**config.mk**
```make
export PLATFORM = sky130hd
export DESIGN_NAME = tester_gtx_rx_mon
export DESIGN_NICKNAME = d
export VERILOG_FILES = /design/src/rtl/tester_gtx_rx_mon.sv
export SDC_FILE = /design/constraint.sdc
export NUM_CORES = 1
export LEC_CHECK = 0
export ABC_AREA = 0
export CAP_MARGIN = 40
export CORE_AREA = 2 2 95 97
export CTS_BUF_LIST = sky130_fd_sc_hd__clkbuf_4
export CTS_CLUSTER_SIZE = 40
export DETAILED_ROUTE_END_ITERATION = 16
export DIE_AREA = 0 0 97 99
export GPL_ROUTABILITY_DRIVEN = 1
export PLACE_DENSITY = 0.81
export SLEW_MARGIN = 20
export SYNTH_ARGS = -nofsm -noshare
export SYNTH_HDL_FRONTEND = slang
export SYNTH_SLANG_ARGS = --single-unit
```
**constraint.sdc**
```tcl
create_clock -name usrclk -period 4.5 [get_ports usrclk]
set_clock_uncertainty 0.2 [all_clocks]
set_input_delay 1.35 -clock usrclk [delete_from_list [all_inputs] [get_ports usrclk]]
set_output_delay 1.35 -clock usrclk [all_outputs]
set_load 0.03 [all_outputs]
```
**src/rtl/tester_gtx_rx_mon.sv**
```systemverilog
// GTX RX pattern monitor: locks on the incrementing data pattern and reports errors per window.
// Optional TESTER_GTX_RX_MON_TOTAL_EN builds the saturating total error counter.
module tester_gtx_rx_mon_lane #(
  parameter logic [15:0] IDLE = 16'h02bc
) (
  input  logic [15:0] lane_data,
  input  logic [1:0]  lane_char,
  output logic        lane_idle
);
  assign lane_idle = (lane_char == 2'b01) && (lane_data == IDLE);
endmodule

module tester_gtx_rx_mon #(
  parameter int          DW         = 16,
  parameter logic [15:0] IDLE       = 16'h02bc,
  parameter int          WIN_LEN    = 10000,
  parameter int          LOCK_CNT   = 8,
  parameter int          UNLOCK_CNT = 4,
  parameter int          CW         = 16
) (
  input  logic              usrclk,
  input  logic              usrrst_n,
  input  logic [DW-1:0]     rx_data,
  input  logic [DW/8-1:0]   rx_char,
  input  logic              clr,
  output logic              locked,
  output logic              err_flag,
  output logic [CW-1:0]     der,
  output logic              der_vld,
  output logic [31:0]       err_total
);
  localparam int NL = DW / 16;
  localparam int WW = $clog2(WIN_LEN);
  localparam int RW = $clog2(LOCK_CNT);
  localparam int BW = (UNLOCK_CNT > 1) ? $clog2(UNLOCK_CNT) : 1;

  typedef enum logic {HUNT = 1'b0, SYNC = 1'b1} state_t;

  state_t          state_q, state_d;
  logic [RW-1:0]   run_q, run_d;
  logic [BW-1:0]   bad_q, bad_d;
  logic [DW-1:0]   ref_q;
  logic [WW-1:0]   win_q;
  logic [CW-1:0]   win_err_q, win_err_nxt;
  logic [NL-1:0]   lane_idle;
  logic            is_data, is_idle, is_good, is_err;
  logic            in_sync, sync_err, unlock, win_end;

  for (genvar l = 0; l < NL; l++) begin : g_lane
    tester_gtx_rx_mon_lane #(.IDLE(IDLE)) u_lane (
      .lane_data (rx_data[16*l +: 16]),
      .lane_char (rx_char[2*l +: 2]),
      .lane_idle (lane_idle[l])
    );
  end

  // Anything that is neither pure data nor a full idle word counts as BAD.
  assign is_data = (rx_char == '0);
  assign is_idle = &lane_idle;
  assign is_good = is_data && (rx_data == ref_q + DW'(1));
  assign is_err  = !is_idle && !is_good;

  always_ff @(posedge usrclk or negedge usrrst_n) begin
    if (!usrrst_n) begin
      state_q <= HUNT;
      run_q   <= '0;
      bad_q   <= '0;
      ref_q   <= '0;
    end else begin
      state_q <= state_d;
      run_q   <= run_d;
      bad_q   <= bad_d;
      if (is_data) ref_q <= rx_data;
    end
  end

  always_comb begin
    state_d = state_q;
    run_d   = run_q;
    bad_d   = bad_q;
    case (state_q)
      HUNT: begin
        if (is_good) begin
          if (run_q == RW'(LOCK_CNT - 1)) begin
            state_d = SYNC;
            run_d   = '0;
          end else begin
            run_d = run_q + RW'(1);
          end
        end else if (!is_idle) begin
          run_d = '0;
        end
      end
      SYNC: begin
        if (is_err) begin
          if (bad_q == BW'(UNLOCK_CNT - 1)) begin
            state_d = HUNT;
            bad_d   = '0;
          end else begin
            bad_d = bad_q + BW'(1);
          end
        end else if (is_good) begin
          bad_d = '0;
        end
      end
      default: state_d = HUNT;
    endcase
  end

  always_comb begin
    in_sync  = (state_q == SYNC);
    sync_err = in_sync && is_err;
    unlock   = sync_err && (bad_q == BW'(UNLOCK_CNT - 1));
    win_end  = in_sync && is_data && (win_q == WW'(WIN_LEN - 1));
  end

  assign locked      = (state_q == SYNC);
  assign win_err_nxt = (sync_err && (win_err_q != '1)) ? win_err_q + CW'(1) : win_err_q;

  // Priority: clr, then unlock, then window end; lock loss discards the partial window.
  always_ff @(posedge usrclk or negedge usrrst_n) begin
    if (!usrrst_n) begin
      err_flag  <= 1'b0;
      win_q     <= '0;
      win_err_q <= '0;
      der       <= '0;
      der_vld   <= 1'b0;
    end else begin
      err_flag <= sync_err;
      der_vld  <= 1'b0;
      if (clr) begin
        win_q     <= '0;
        win_err_q <= '0;
        der       <= '0;
      end else if (unlock) begin
        win_q     <= '0;
        win_err_q <= '0;
      end else if (win_end) begin
        der       <= win_err_nxt;
        der_vld   <= 1'b1;
        win_q     <= '0;
        win_err_q <= '0;
      end else if (in_sync) begin
        if (is_data) win_q <= win_q + WW'(1);
        win_err_q <= win_err_nxt;
      end
    end
  end

`ifdef TESTER_GTX_RX_MON_TOTAL_EN
  logic [31:0] total_q;
  always_ff @(posedge usrclk or negedge usrrst_n) begin
    if (!usrrst_n)                         total_q <= '0;
    else if (clr)                          total_q <= '0;
    else if (sync_err && total_q != '1)    total_q <= total_q + 32'd1;
  end
  assign err_total = total_q;
`else
  assign err_total = 32'd0;
`endif
endmodule

```
==> results.sh <==
export IMPL_p_leak_nw=1.96
export IMPL_cts_root_buf="clkbuf_4"
export IMPL_ys_seq_area_share_pct=41.6
export IMPL_synth_edf_count=0
export IMPL_final_min_clock_period_ns=3.88
export IMPL_p_switching_mw=0.374
export IMPL_htreeDepth=3
export IMPL_fp_dieH_um=99
export IMPL_cts_tree="built"
export IMPL_placed_area_mm2=0.00459
export IMPL_route_vias_total=3466
export IMPL_power_frac_seq_pct=54.1
export IMPL_post_synth_and_or_nand_nor_area_fraction_pct=20.5
export IMPL_fin_cells=595
export IMPL_dp_cells=580
export IMPL_antenna_left=0
export IMPL_critPathArrivalTime_ns=4.01
export IMPL_synth_largest_area_cell="dfrtp_1"
export IMPL_stdcell_area_mm2=0.00472
export IMPL_fin_nets=510
export IMPL_insertion_delay_ns=0.42
export IMPL_crit_path_end_kind="register"
export IMPL_grt_max_degree=31
export IMPL_antenna_found_initial=0
export IMPL_grt_first_pass_wirelength_um=16500
export IMPL_hold_buffers=0
export IMPL_fin_util_pct=55.2
export IMPL_critical_path_slowest_cell="or4_1"
export IMPL_synth_compound_area_share_pct=13.6
export IMPL_slowest_delay_ns=0.54
export IMPL_syn2layout_area_growth_pct=12.1
export IMPL_fp_dieW_um=97
export IMPL_synthAdderAreaFrac_pct=1.78
export IMPL_cts_max_path_buffers=2
export IMPL_synth_xor_area_share_pct=8.53
export IMPL_tightest_slew_ns=0.686
export IMPL_setup_viol=0
export IMPL_hpwl_um=6810
export IMPL_crit_type="in -> reg"
export IMPL_first_iter_violations=358
export IMPL_drt_pass1_iter_count=5
export IMPL_diodes=0
export IMPL_crit_chain="clkdlybuf4s50_1 -> nand2b_1 -> or4_1 -> a32oi_1 -> and3_4 -> o211a_1 -> a21oi_1 -> o21ai_0"
export IMPL_core_mm2=0.00855
export IMPL_cts_num_sinks=70
export IMPL_syn_area_mm2=0.00421
export IMPL_synth_top_cell_area_share_pct=41.6
export IMPL_rsz0062_at_grt="false"
export IMPL_cp_max_fo=15
export IMPL_nFillCells=752
export IMPL_ys_top_cells_by_area="dfrtp_1 42%, buf_4 6.1%, xnor2_1 4.8%, mux2_2 4.5%, xor2_1 3.7%"
export IMPL_start_util_pct=49.2
export IMPL_synthArstFlopShare_pct=100
export IMPL_grt_pass1_vias=3466
export IMPL_whs_ns=0.328
export IMPL_port_buffers=39
export IMPL_yosys_top_cells_count="70 x dfrtp_1, 34 x buf_4, 31 x nor2_1"
export IMPL_wl_per_cell_um=16.1
export IMPL_synth_cells=441
export IMPL_die_area_mm2=0.00960
export IMPL_synth_flop_cell="dfrtp_1"
export IMPL_slew_violations=0
export IMPL_synth_distinct_cells=60
export IMPL_postCtsSetupBuffers=0
export IMPL_power_density_mw_per_mm2=269
export IMPL_startpoint_type="primary input"
export IMPL_grt_util_all_layers_pct=21.1
export IMPL_hold_class="reg -> reg"
export IMPL_drt_total_wl_um=9600
export IMPL_ys_warn_count=0
export IMPL_avgSynthCellArea_um2=9.54
export IMPL_io_pins=72
export IMPL_p_comb_share_pct=15.1
export IMPL_drv_cap=0
export IMPL_route_detailed_drc=0
export IMPL_timing_hold_violations_final=0
export IMPL_slew_headroom_pct=54.3
export IMPL_grt_overflow=0
export IMPL_tns_ns=0
export IMPL_fmax_mhz=257
export IMPL_crit_required_ns=4.63
export IMPL_synthMuxAreaShare_pct=5.03
export IMPL_swShare_pct=29.4
export IMPL_ys_ff_latch=70
export IMPL_rows=34
export IMPL_clk_pin_slew_ns=0.11
export IMPL_cts_buffers=9
export IMPL_status="completed"
export IMPL_synth_most_common_cell="dfrtp_1"
export IMPL_period_share_pct=86.3
export IMPL_globalplace_congestion=0.916
export IMPL_p_clk_share_pct=30.8
export IMPL_drive_gt1_share_pct=10.7
export IMPL_via_per_inst=5.83
export IMPL_cts_resized=0
export IMPL_ir_drop_mv=0.160
export IMPL_intPower_mw=0.896
export IMPL_synth_top_family_by_area="simple AND/OR/NAND/NOR gates"
==> per-stage QoR <==
stage | worst slack, ns | power (mW)
2_1_floorplan | 1.06 | 0.848
3_3_place_gp | 0.269 | 0.881
3_5_place_dp | 0.220 | 0.886
4_1_cts | 0.674 | 1.28
5_1_grt | 0.441 | 1.32
6_report | 0.616 | 1.27
==> path summary, 6_finish.rpt <==
| path | from | end | slack [ns] | cells after the start |
|---|---|---|---|---|
| setup reg to reg | ref_q[2] | win_err_q[15] | 1.27 | 8 |
| max in group asynchronous | usrrst_n | win_err_q[9] | 2.50 | 2 |
| setup / recovery | rx_data[8] | win_err_q[15] | 0.62 | 8 |
| hold / removal | bad_q[0] | bad_q[0] | 0.33 | 1 |
| min in group asynchronous | usrrst_n | run_q[2] | 0.77 | 1 |
| hold reg to reg | bad_q[0] | bad_q[0] | 0.33 | 1 |
==> cell type report <==
cell class / instances / area [um2] / share of cell area (%)
sequential: 70 / 1750 / 37.1
clock inverter: 5 / 51.3 / 1.09
tap: 108 / 135 / 2.87
timing repair buffer: 48 / 453 / 9.60
multi-input combinational: 341 / 2200 / 46.7
clock buffer: 10 / 75.1 / 1.59
inverter: 13 / 48.8 / 1.03
==> cells in the final DEF, fill, tap and decap left out, types with 18 or more instances in the layout <==
master           netlist  final
o21ai_0               20     20
xnor2_1               23     23
xor2_1                18     18
conb_1                 1     32
a21oi_1               25     25
nand2_1               23     23
nor2_1                31     31
dfrtp_1               70     70
clkdlybuf4s50_1        0     38
==> logic make-up (layout without fill, tap and decap cells) <==
kind of cell | Yosys count | count (layout)
simple gates | 154 | 154
compound gates | 89 | 89
flops | 70 | 70
buf+inv | 61 | 76
xor+xnor | 41 | 41
mux | 19 | 19
fa+ha+maj | 6 | 6
other cells | 1 | 32
==> power by group through the flow <==
stage	clock network, mW	registers, mW	logic [mW]
after CTS	0.400	0.686	0.190
after global placement	0	0.697	0.184
after global routing	0.424	0.691	0.209
final	0.391	0.687	0.191
after detailed placement	0	0.698	0.189
after floorplan	0	0.679	0.169
==> layer usage <==
layer	vias up	part of all wire, %	GRT usage, %
li1	1618	-	-
met1	1681	45	28.9
met2	144	47	32.7
met3	23	6.1	4.18
met4	0	1.8	9.10
met5	-	0	0
==> registers in the layout, summed over array words and instances, names as in the netlist <==
register	count
win_q	14
ref_q	16
run_q	3
der	16
win_err_q	16
der_vld	1
bad_q	2
locked	1
err_flag	1
==> worst max-delay path: cells and delay by family <==
family | cells | cell delay, ns
buffers and inverters | 1 | 0.47
and+or+nand+nor | 3 | 1.08
AOI/OAI and AO/OA | 4 | 1.10
Note: power is estimated with default switching activity, not from simulation.
